===== src/rtl/uart_rx.sv =====
// Multi-lane UART receiver: 2-flop lane synchroniser, shared start-bit detect,
// 2/4/10 bit-time deserialiser selected by the comma code, with framing checks.
module uart_rx #(
  parameter int PORTCOUNT    = 5,
  parameter int CLKDIV_W     = 10,
  parameter int CLKDIV_COUNT = 10
) (
  input  logic                   CLK,
  input  logic                   nRST,
  input  logic [PORTCOUNT-1:0]   uart_in,
  output logic [PORTCOUNT*10-1:0] data,
  output logic [1:0]             comma_sel,
  output logic                   done,
  output logic                   rx_err,
  output logic                   busy,
  output logic [2:0]             dbg_state_o
);

  localparam int DW = PORTCOUNT * 10;
  localparam logic [CLKDIV_W-1:0] DIV_LAST = CLKDIV_W'(CLKDIV_COUNT - 1);
  localparam logic [CLKDIV_W-1:0] DIV_HALF = CLKDIV_W'(CLKDIV_COUNT / 2);

  typedef enum logic [2:0] {
    ST_IDLE  = 3'd0,
    ST_START = 3'd1,
    ST_DATA  = 3'd2,
    ST_STOP  = 3'd3,
    ST_ERROR = 3'd4
  } state_t;

  state_t                state_q;
  logic [PORTCOUNT-1:0]  sync1_q;
  logic [PORTCOUNT-1:0]  s_in_q;
  logic [CLKDIV_W-1:0]   div_q;
  logic [CLKDIV_W-1:0]   bit_cnt_q;
  logic [CLKDIV_W-1:0]   nbits_q;
  logic [DW-1:0]         shift_q;
  logic [DW-1:0]         data_q;
  logic [1:0]            code_q;
  logic [1:0]            comma_q;
  logic                  done_q;

  logic                  all0;
  logic                  all1;
  logic                  sample_tick;
  logic [CLKDIV_W-1:0]   div_inc;
  logic [CLKDIV_W-1:0]   bit_cnt_inc;

  assign all0        = (s_in_q == '0);
  assign all1        = (s_in_q == '1);
  assign sample_tick = (div_q == DIV_LAST);
  assign div_inc     = sample_tick ? '0 : div_q + CLKDIV_W'(1);
  assign bit_cnt_inc = bit_cnt_q + CLKDIV_W'(1);

  always_ff @(posedge CLK or negedge nRST) begin
    if (!nRST) begin
      sync1_q <= '1;
      s_in_q  <= '1;
    end else begin
      sync1_q <= uart_in;
      s_in_q  <= sync1_q;
    end
  end

  always_ff @(posedge CLK or negedge nRST) begin
    if (!nRST) begin
      state_q   <= ST_IDLE;
      div_q     <= '0;
      bit_cnt_q <= '0;
      nbits_q   <= '0;
      shift_q   <= '1;
      data_q    <= '1;
      code_q    <= '0;
      comma_q   <= '0;
      done_q    <= 1'b0;
    end else begin
      done_q <= 1'b0;
      case (state_q)
        ST_IDLE: begin
          shift_q <= '1;
          // Loading half a bit-time puts the first tick at mid start bit.
          if (!all1) begin
            state_q <= ST_START;
            div_q   <= DIV_HALF;
          end
        end
        ST_START: begin
          div_q <= div_inc;
          if (sample_tick) begin
            if (all0) begin
              state_q   <= ST_DATA;
              bit_cnt_q <= '0;
            end else if (all1) begin
              state_q <= ST_IDLE;
            end else begin
              state_q <= ST_ERROR;
              div_q   <= '0;
            end
          end
        end
        ST_DATA: begin
          div_q <= div_inc;
          if (sample_tick) begin
            for (int k = 0; k < 10; k++) begin
              if (bit_cnt_q == CLKDIV_W'(k)) shift_q[k*PORTCOUNT +: PORTCOUNT] <= s_in_q;
            end
            bit_cnt_q <= bit_cnt_inc;
            if (bit_cnt_q == '0) begin
              code_q <= s_in_q[1:0];
              case (s_in_q[1:0])
                2'd1:    nbits_q <= CLKDIV_W'(2);
                2'd2:    nbits_q <= CLKDIV_W'(4);
                2'd3:    nbits_q <= CLKDIV_W'(10);
                default: begin
                  nbits_q <= '0;
                  state_q <= ST_ERROR;
                  div_q   <= '0;
                end
              endcase
            end else if (bit_cnt_inc == nbits_q) begin
              state_q <= ST_STOP;
            end
          end
        end
        ST_STOP: begin
          div_q <= div_inc;
          if (sample_tick) begin
            if (all1) begin
              data_q    <= shift_q;
              comma_q   <= code_q;
              done_q    <= 1'b1;
              state_q   <= ST_IDLE;
            end else begin
              state_q <= ST_ERROR;
              div_q   <= '0;
            end
          end
        end
        ST_ERROR: begin
          // div_q doubles as the count of consecutive all-high cycles here.
          if (!all1) begin
            div_q <= '0;
          end else if (div_q == DIV_LAST) begin
            state_q <= ST_IDLE;
          end else begin
            div_q <= div_q + CLKDIV_W'(1);
          end
        end
        default: state_q <= ST_IDLE;
      endcase
    end
  end

  assign data        = data_q;
  assign comma_sel   = comma_q;
  assign done        = done_q;
  assign rx_err      = (state_q == ST_ERROR);
  assign busy        = (state_q != ST_IDLE);
  assign dbg_state_o = state_q;

endmodule

===== config.mk =====
export PLATFORM = sky130hd
export DESIGN_NAME = uart_rx
export DESIGN_NICKNAME = d
export VERILOG_FILES = /design/src/rtl/uart_rx.sv
export SDC_FILE = /design/constraint.sdc
export NUM_CORES = 1
export LEC_CHECK = 0
export ABC_AREA = 1
export BUFFER_PORTS_ARGS = -buffer_cell sky130_fd_sc_hd__buf_2
export CORE_ASPECT_RATIO = 0.8
export CORE_UTILIZATION = 30
export CTS_CLUSTER_SIZE = 20
export DETAILED_ROUTE_END_ITERATION = 6
export PLACE_DENSITY_LB_ADDON = 0.2
export SETUP_SLACK_MARGIN = 0.1
export SYNTH_ARGS = -nofsm -noshare
export SYNTH_HDL_FRONTEND = slang
export SYNTH_SLANG_ARGS = --single-unit
export TNS_END_PERCENT = 100

===== constraint.sdc =====
create_clock -name CLK -period 1.6 [get_ports CLK]
set_input_delay 0.16 -clock CLK [delete_from_list [all_inputs] [get_ports CLK]]
set_output_delay 0.16 -clock CLK [all_outputs]
set_load 0.1 [all_outputs]

==> impl_metrics.toml, run 1 <==
[status]
status = "complete, but fails checks"
violations = "setup timing"

[timing]
finClkSkew_ns = 0.01273
holdWs_ns = 0.2442
report.final.hold_viol_count = 0
finalCriticalPeriod_ns = 1.762
fin_crit_sh_pct = 110.1
slew_viol_final = 0
setup_viol = 125
setup_tns_ns = -10.75
fmax_mhz = 567.7
postLayoutSetupSlackWorst_ns = -0.1616
maxSlewHeadroom_pct = 63.89
grt_setup_unrepaired = "true"
worst_pin_slew_ns = 0.5415

[worst_hold_path]
hold_class = "in -> async"

[clock_tree]
cts_buffers = 17
cts-root-buf = "clkbuf_16"
path_clk_slew_ns = 0.06
clk_path_buf_depth = 2
clock_latency_ns = 0.43
clock_sinks = 141
cts_tree = "yes"
htreeDepth = 4

[detailed_routing]
vias_per_cell = 4.573
via_count = 5364
drtIter0Drc = 286
drcViolationCount = 0
ant_nets = 0
drt-wirelength-per-cell_um = 14.79
dr.pass1.iters = 5
totalWireLength_um = 17350

[logic_synthesis]
synth_seq_cells = 141
yosys.area.top_type = "dfstp_2"
ys_top_cells_by_area = "dfstp_2 (47%), nand2_1 (14%), dfrtp_1 (13%), o21ai_0 (7.5%), inv_1 (4.3%)"
synth_top_area_share_pct = 46.83
avgSynthCellArea_um2 = 8.932
ys_types = 29
synth_warnings = 0
synth_cells = 691
synth-seq-area-share_pct = 59.40
syn_nets = 705
netlist_area_um2 = 6172

[setup_path]
cp_slowest_cell = "dfrtp_1"
critPathKind = "reg -> reg"
crit_path_frequent_cell = "nand2_8"
arrival_ns = 2.12
cp.required_ns = 1.96
cp-start-kind = "flip-flop"
critPathMaxFanout = 6
cp-end-kind = "flip-flop"
slowest_delay_ns = 0.38
path_cells = "inv_2 -> ha_4 -> nand3_4 -> nor2_4 -> nand2_4 -> nor2_8 -> inv_8 -> nand2_8 -> nand2_8 -> nand2_1 -> o21ai_2"

[placed_design]
dp.cells = 1095
gp_congestion = 0.7862
hpwlAfterDp_um = 10590
portBuffers = 64

[run]
maxCapViolations = 0

[cells_and_area]
area_delta_synth_final_pct = 63.31
fin_nets = 910
final_cell_count_no_fill = 1173
layout_common_cells = "nand2_1 (134), buf_4 (128), dfstp_2 (110)"
final_common_cell = "nand2_1"
antennaDiodeCount = 0
drive_gt1_share_pct = 63.59

[floorplanning]
coreArea_um2 = 19970
die_area_um2 = 21160
start_util_pct = 30.90
io_pins = 65
die_h_um = 130.3
die_x_um = 162.4
placementRows = 46

[grt]
grt_max_degree = 44
grt_antenna_before_repair = 0
grt_pass1_wl_um = 28030
grt_pass1_vias = 5219
grt_remaining_overflow = 0
grt_use_total_pct = 17.27

[power]
seqPwrFrac_pct = 36.3
pwr-share-comb_pct = 34.8
p_int_uw = 9186
p_switching_uw = 5137
vdd_drop_max_v = 0.001243
power_frac_clock_pct = 28.9
power.leakage_uw = 0.004508
p_per_area_nw_per_um2 = 1421
swShare_pct = 35.87
==> layout make-up <==
| type | count | area, um2 |
|---|---|---|
| Clock inverter | 10 | 123.9 |
| Inverter | 76 | 336.6 |
| Sequential cell | 141 | 3680 |
| Timing Repair inverter | 2 | 23.77 |
| Multi-Input combinational cell | 472 | 3291 |
| Tap cell | 264 | 330.3 |
| Clock buffer | 22 | 495.5 |
| Fill cell | 1823 | 9892 |
| Timing Repair Buffer | 186 | 1799 |
==> kinds of logic (layout without fill, tap and decap cells) <==
kind of cell               Yosys count  count (layout)  synth area share [%]
and+or+nand+nor                    338             342                 22.74
DFF                                141             141                 59.40
buffers and inverters               88             296                 5.676
adders and majority gates            7               7                 1.419
AOI/OAI and AO/OA                  116             122                 10.62
xor gates and xnor gates             1               1                0.1419
==> metrics by stage <==
step | util [%] | cell area, um2 | power, uW | setup slack (ns)
detailed placement | 37.96 | 7581 | 8456 | -0.1947
global placement | 37.96 | 7581 | 8406 | -0.1522
floorplan | - | 6291 | 7296 | -0.6914
global route | 50.47 | 10080 | 15110 | -0.2745
CTS | 47.79 | 9545 | 13820 | -0.1492
finish | 50.47 | 10080 | 14320 | -0.1616
==> worst paths after layout <==
kind,to,slack [ns],from,cells past startpoint
setup / recovery,shift_q[6],-0.16,div_q[1],11
min in group CLK,s_in_q[2],0.36,sync1_q[2],0
max in group asynchronous,data[25],0.73,nRST,3
setup reg to reg,shift_q[6],-0.16,div_q[1],11
hold / removal,done,0.24,nRST,2
hold reg to reg,s_in_q[2],0.36,sync1_q[2],0
==> Yosys cell counts <==
master	number
nor3_1	8
clkbuf_1	5
nand2_2	9
nor2_8	1
inv_2	5
nand4_1	6
o22ai_1	6
nor2_4	3
o31ai_1	1
buf_6	1
o21ai_4	5
o21ai_1	4
o21ai_0	93
ha_1	7
nor2_1	42
xor2_1	1
nor3b_1	1
a21oi_1	5
nor2_2	4
a31oi_2	1
inv_1	70
inv_4	1
buf_4	1
nand2_1	236
a31oi_1	1
buf_2	5
dfstp_2	110
nand3_1	28
dfrtp_1	31
==> routing by layer <==
metal  up-vias  share of wire [%]  GRT usage (%)
met2        86                 45          26.12
met1      2615                 51          24.89
met5         -                  0              0
met3         9                3.3          3.624
li1       2654                  -              -
met4         0               0.78          4.717
==> what timing repair did <==
action                     4_1_cts  5_1_grt
resized for setup              336      132
gates cloned                    14        3
setup endpoints to repair      186      135
hold endpoints to repair        45        0
setup buffers                   20        8
pin swaps                       43       35
hold buffers                     6        0
==> power by group through the flow <==
stage          Sequential, uW  Combinational, uW  Clock (uW)
6_report                 5200               4980        4140
5_1_grt                  5280               5460        4380
4_1_cts                  5140               4450        4220
3_5_place_dp             5120               3330           0
3_3_place_gp             5110               3300           0
2_1_floorplan            5250               2040           0
==> critical path: cells and delay by family (launching register included) <==
kind / cells / cell delay [ns]
and+or+nand+nor: 7 / 0.95
DFF: 1 / 0.38
buffers and inverters: 2 / 0.17
adders and majority gates: 1 / 0.13
AOI/OAI and AO/OA: 1 / 0.05
==> registers in the layout (all words and copies together), names as in the netlist <==
name / cells
done: 1
comma_sel: 2
div_q: 10
bit_cnt_q: 10
s_in_q: 5
shift_q: 50
nbits_q: 3
dbg_state_o: 3
data: 50
code_q: 2
sync1_q: 5
Power figures use the tool's default switching activity.
==> run 2: changes to the inputs <==
==> constraint.sdc (replaced) <==
create_clock -name CLK -period 1.4 [get_ports CLK]
set_input_delay 0.14 -clock CLK [delete_from_list [all_inputs] [get_ports CLK]]
set_output_delay 0.14 -clock CLK [all_outputs]
set_load 0.1 [all_outputs]
==> run 2 against run 1 <==
The flow still finishes with violations (setup timing). Clock-buffer cell count stayed put. Sequential share of layout area is 0.36 points lower. Critical path depth is 1 lower. First-iteration DRC count is 3.5% lower. Via count is 0.37% higher. Design area is 1.0% higher. Register-to-register slack worse by 0.20 ns. Global-route usage is 0.94 points lower. Largest power group unchanged.
==> impl_metrics.toml, run 2 (synthesized netlist as in run 1, its figures left out) <==
[setup_path]
critPathKind = "reg -> reg"
cp.depth = 10
cp.required_ns = 1.74
slowest_delay_ns = 0.39
arrival_ns = 2.10
cp_slowest_cell = "dfrtp_1"
cp-end-kind = "flip-flop"
reg2regPathDepth = 10
crit_path_frequent_cell = "nand2_4"
critPathTopFamily = "simple AND/OR/NAND/NOR gates"
critPathMaxFanout = 5
path_buf_inv = 1
path_cells = "inv_2 -> ha_4 -> nand3_4 -> nor2_4 -> nand2_4 -> nor2_8 -> nand2_4 -> o21ai_4 -> nand2_1 -> o21ai_1"
cp-start-kind = "flip-flop"

[cells_and_area]
final_common_cell = "nand2_1"
nFillCells = 1761
fin_nets = 927
area_delta_synth_final_pct = 64.99
antennaDiodeCount = 0
layout_common_cells = "nand2_1 (211), dfstp_2 (110), buf_4 (109)"
drive_gt1_share_pct = 52.05
stdcell_area_um2 = 10180
multi_input_area_um2 = 2839
register_area_um2 = 3681

[clock_tree]
cts_tree = "yes"
cts_buffers = 17
clock_sinks = 141
cts-root-buf = "clkbuf_16"
clk_path_buf_depth = 2
htreeDepth = 4
path_clk_slew_ns = 0.06
clock_latency_ns = 0.42

[timing]
worst_pin_slew_ns = 0.4718
fin_crit_sh_pct = 125.6
fmax_mhz = 568.6
holdWs_ns = 0.3546
setup_viol = 136
finClkSkew_ns = 0.008702
slew_viol_final = 0
postLayoutSetupSlackWorst_ns = -0.3586
maxSlewHeadroom_pct = 68.30
finalCriticalPeriod_ns = 1.759
grt_setup_unrepaired = "true"
report.final.hold_viol_count = 0

[placed_design]
hpwlAfterDp_um = 10510
gp_congestion = 0.8147
postPlaceCellArea_um2 = 8467
portBuffers = 64

[run]
maxCapViolations = 0

[status]
violations = "setup timing"
status = "complete, but fails checks"

[floorplanning]
placementRows = 46
io_pins = 65
start_util_pct = 30.90
die_h_um = 130.3
coreArea_um2 = 19970
die_x_um = 162.4
die_area_um2 = 21160

[grt]
grt_max_degree = 48
grt_antenna_before_repair = 0
grt_remaining_overflow = 0
grt_pass1_vias = 5237
grt_use_total_pct = 16.33
grt_pass1_wl_um = 26910

[detailed_routing]
via_count = 5384
drcViolationCount = 0
vias_per_cell = 4.524
drt-wirelength-per-cell_um = 14.00
totalWireLength_um = 16660
ant_nets = 0
dr.pass1.iters = 5
drtIter0Drc = 276

[worst_hold_path]
hold_class = "reg -> reg"
whs_path_depth = 0

[power]
power.leakage_uw = 0.004511
p_per_area_nw_per_um2 = 1544
vdd_drop_max_v = 0.001158
## run 2: layer usage
metal  routed length, um  GRT usage (%)  part of all wire (%)
met5                   0              0                     0
met3                 541          4.228                   3.2
met4                 208          5.161                   1.2
met1                8368          22.72                    50
met2                7542          24.76                    45
## run 2: where the power goes
group          internal (uW)  switching (uW)  leakage, uW
sequential              5450             385      0.00156
combinational           2250            3370      0.00269
clock                   2480            1790     0.000265
## run 2: path summary, 6_finish.rpt
check / startpoint / to / slack [ns]
setup / recovery: div_q[1] / shift_q[37] / -0.36
hold / removal: sync1_q[4] / s_in_q[4] / 0.35
setup reg to reg: div_q[1] / shift_q[37] / -0.36
hold reg to reg: sync1_q[4] / s_in_q[4] / 0.35
max in group asynchronous: nRST / s_in_q[0] / 0.57
min in group asynchronous: nRST / data[42] / 0.46
## run 2: what timing repair did
item | in CTS | in global routing
setup endpoints to repair | 189 | 186
pin swaps | 45 | 33
cloned | 9 | 5
endpoints found under the hold margin | 67 | 0
resized for setup | 166 | 80
hold buffers | 6 | 0
buffers inserted | 19 | 12
## run 2: final cells by class
class | instances | area share, %
Multi-Input combinational cell | 470 | 27.88
Timing Repair Buffer | 206 | 24.00
Sequential cell | 141 | 36.15
Clock buffer | 22 | 4.767
Inverter | 76 | 3.121
Tap cell | 264 | 3.244
Clock inverter | 10 | 0.7741
Timing Repair inverter | 1 | 0.07372
## run 2: stage by stage
stage	util [%]	total power (uW)	setup TNS [ns]	setup WS, ns	cells
floorplan	-	8339	-42.69	-0.8914	691
global placement	42.39	9739	-36.92	-0.3579	1111
detailed placement	42.39	9792	-39.52	-0.4037	1111
CTS	48.97	15200	-30.40	-0.3390	1176
global route	50.99	16640	-49.75	-0.4299	1190
finish	50.99	15720	-37.32	-0.3586	1190
==> run 3: changes to the inputs <==
--- a/config.mk
+++ b/config.mk
@@ -8,10 +8,12 @@
 export ABC_AREA = 1
 export BUFFER_PORTS_ARGS = -buffer_cell sky130_fd_sc_hd__buf_2
 export CORE_ASPECT_RATIO = 0.8
-export CORE_UTILIZATION = 30
+export CORE_MARGIN = 1
+export CORE_UTILIZATION = 45
 export CTS_CLUSTER_SIZE = 20
 export DETAILED_ROUTE_END_ITERATION = 6
 export PLACE_DENSITY_LB_ADDON = 0.2
+export REMOVE_ABC_BUFFERS = 1
 export SETUP_SLACK_MARGIN = 0.1
 export SYNTH_ARGS = -nofsm -noshare
 export SYNTH_HDL_FRONTEND = slang
==> run 3 against run 2 <==
The flow still finishes with violations (setup timing). Largest power group is now combinational cells. Via count rose by 15%. Critical endpoint is now shift_q[48]. Clock-buffer cell count fell by 4. Routed wire length rose by 35%. Register-to-register slack got worse by 0.12 ns.
==> impl_metrics.toml, run 3 (synthesized netlist as in run 1, its figures left out) <==
[status]
status = "complete, but fails checks"
violations = "setup timing"

[grt]
grt_util_met1_pct = 33.28
top_usage_layer = "met2"
grt_pass1_vias = 5757
grt_max_degree = 57
grt_antenna_before_repair = 0
grt_remaining_overflow = 0
grt_util_met2_pct = 46.48
grt_use_total_pct = 26.67
grt_pass1_wl_um = 29210
use_met3_pct = 6.005

[detailed_routing]
via_count = 6198
totalWireLength_um = 22560
ant_nets = 0
vias_per_cell = 5.559
dr.pass1.iters = 5
drcViolationCount = 0
drt-wirelength-per-cell_um = 20.23
drtIter0Drc = 559

[power]
p_per_area_nw_per_um2 = 1610
vdd_drop_max_v = 0.001354
finalPower_uw = 17380
power.leakage_uw = 0.004837

[floorplanning]
placementRows = 37
die_area_um2 = 14190
die_h_um = 106.8
start_util_pct = 47.11
coreArea_um2 = 13100
io_pins = 65
die_x_um = 132.9

[setup_path]
slowest_delay_ns = 0.38
path_cells = "inv_2 -> ha_4 -> nand3_4 -> nor2_4 -> nand2_4 -> nor2_8 -> nand2_8 -> o21ai_4 -> nand2_1 -> o21ai_1"
cp-end-kind = "flip-flop"
critPathMaxFanout = 5
cp.required_ns = 1.75
cp_slowest_cell = "dfrtp_1"
cp-start-kind = "flip-flop"
arrival_ns = 2.24
critPathKind = "reg -> reg"

[clock_tree]
htreeDepth = 4
clk_path_buf_depth = 2
cts_buffers = 17
cts-root-buf = "clkbuf_16"
clock_sinks = 141
cts_tree = "yes"
clock_latency_ns = 0.44
path_clk_slew_ns = 0.06

[placed_design]
portBuffers = 64
hpwlAfterDp_um = 10270
gp_congestion = 0.9368

[timing]
postLayoutSetupSlackWorst_ns = -0.4831
finClkSkew_ns = 0.01158
grt_setup_unrepaired = "true"
maxSlewHeadroom_pct = 70.93
report.final.hold_viol_count = 0
slew_viol_final = 0
setup_viol = 134
worst_pin_slew_ns = 0.4336
fmax_mhz = 531.0
finalCriticalPeriod_ns = 1.883
fin_crit_sh_pct = 134.5

[cells_and_area]
layout_common_cells = "nand2_1 (164), dfstp_2 (110), buf_4 (110)"
fin_util_pct = 82.36
final_common_cell = "nand2_1"
antennaDiodeCount = 0
drive_gt1_share_pct = 61.91
area_delta_synth_final_pct = 74.82
fin_nets = 941
nFillCells = 603

[run]
maxCapViolations = 0

[worst_hold_path]
hold_class = "in -> reg"
[run 3: cell count changes in the layout (fill, tap and decap cells not counted), moves of 8 or more]
cell / before / now
o21ai_2: 22 / 46
nand2_1: 211 / 164
nand2_4: 8 / 19
nand3_1: 22 / 14
nand2_2: 21 / 55
o21ai_0: 26 / 11
o21ai_1: 49 / 38
[run 3: through the flow]
stage / cells / TNS, ns / setup slack [ns] / hold slack [ns] / cell area [um2]
detailed placement: 996 / -38.42 / -0.4356 / 0.2461 / 8050
floorplan: 679 / -149.58 / -3.057 / -0.1556 / 6110
global route: 1115 / -52.91 / -0.5276 / 0.3444 / 10790
CTS: 1073 / -30.01 / -0.3041 / 0.3518 / 9752
global placement: 996 / -33.87 / -0.3808 / 0.2468 / 8050
finish: 1115 / -47.79 / -0.4831 / 0.3499 / 10790
[run 3: area by class of cell]
class	count	area [um2]	area share (%)
Inverter	76	330.3	3.061
Timing Repair Buffer	219	2743	25.42
Sequential cell	141	3670	34.01
Tap cell	175	219.0	2.029
Multi-Input combinational cell	470	3224	29.88
Clock buffer	18	439.2	4.070
Timing Repair inverter	2	16.27	0.1507
Clock inverter	14	148.9	1.380
[run 3: path summary, 6_finish.rpt]
check	startpoint	end	depth (start not counted)	slack (ns)
max	div_q[1]	shift_q[48]	10	-0.48
min	uart_in[1]	sync1_q[1]	2	0.35
max reg2reg	div_q[1]	shift_q[48]	10	-0.48
min reg2reg	sync1_q[1]	s_in_q[1]	0	0.35
max in group asynchronous	nRST	sync1_q[4]	3	0.60
min in group asynchronous	nRST	data[11]	2	0.42
[run 3: report_power, final]
group	total, uW	switching, uW	internal (uW)	leakage, uW
Sequential	6040	594	5450	0.00157
Combinational	6750	4180	2580	0.00299
Clock	4580	2010	2560	0.000278
Total	17400	6790	10600	0.00484
[run 3: routing by layer]
layer / wire, um / up-vias
met5: 0 / -
met3: 1344 / 77
met4: 759 / 0
met1: 8771 / 3112
met2: 11690 / 288
li1: - / 2721
[run 3: worst max-delay path: cells and delay by family, from the launching register on]
family,cells,cell delay [ns]
AND/OR/NAND/NOR,6,0.79
AO/OA/AOI/OAI,2,0.39
flip-flops,1,0.38
adder cells (fa/ha/maj),1,0.14
buffers and inverters,1,0.09
[run 3: what timing repair did]
action                     CTS  global route
setup buffers               31            30
hold endpoints to repair    56             0
hold buffers                 6             0
pin swaps                   33            61
setup endpoints to repair  179           186
gates resized for setup    227           182
cloned                      10            15
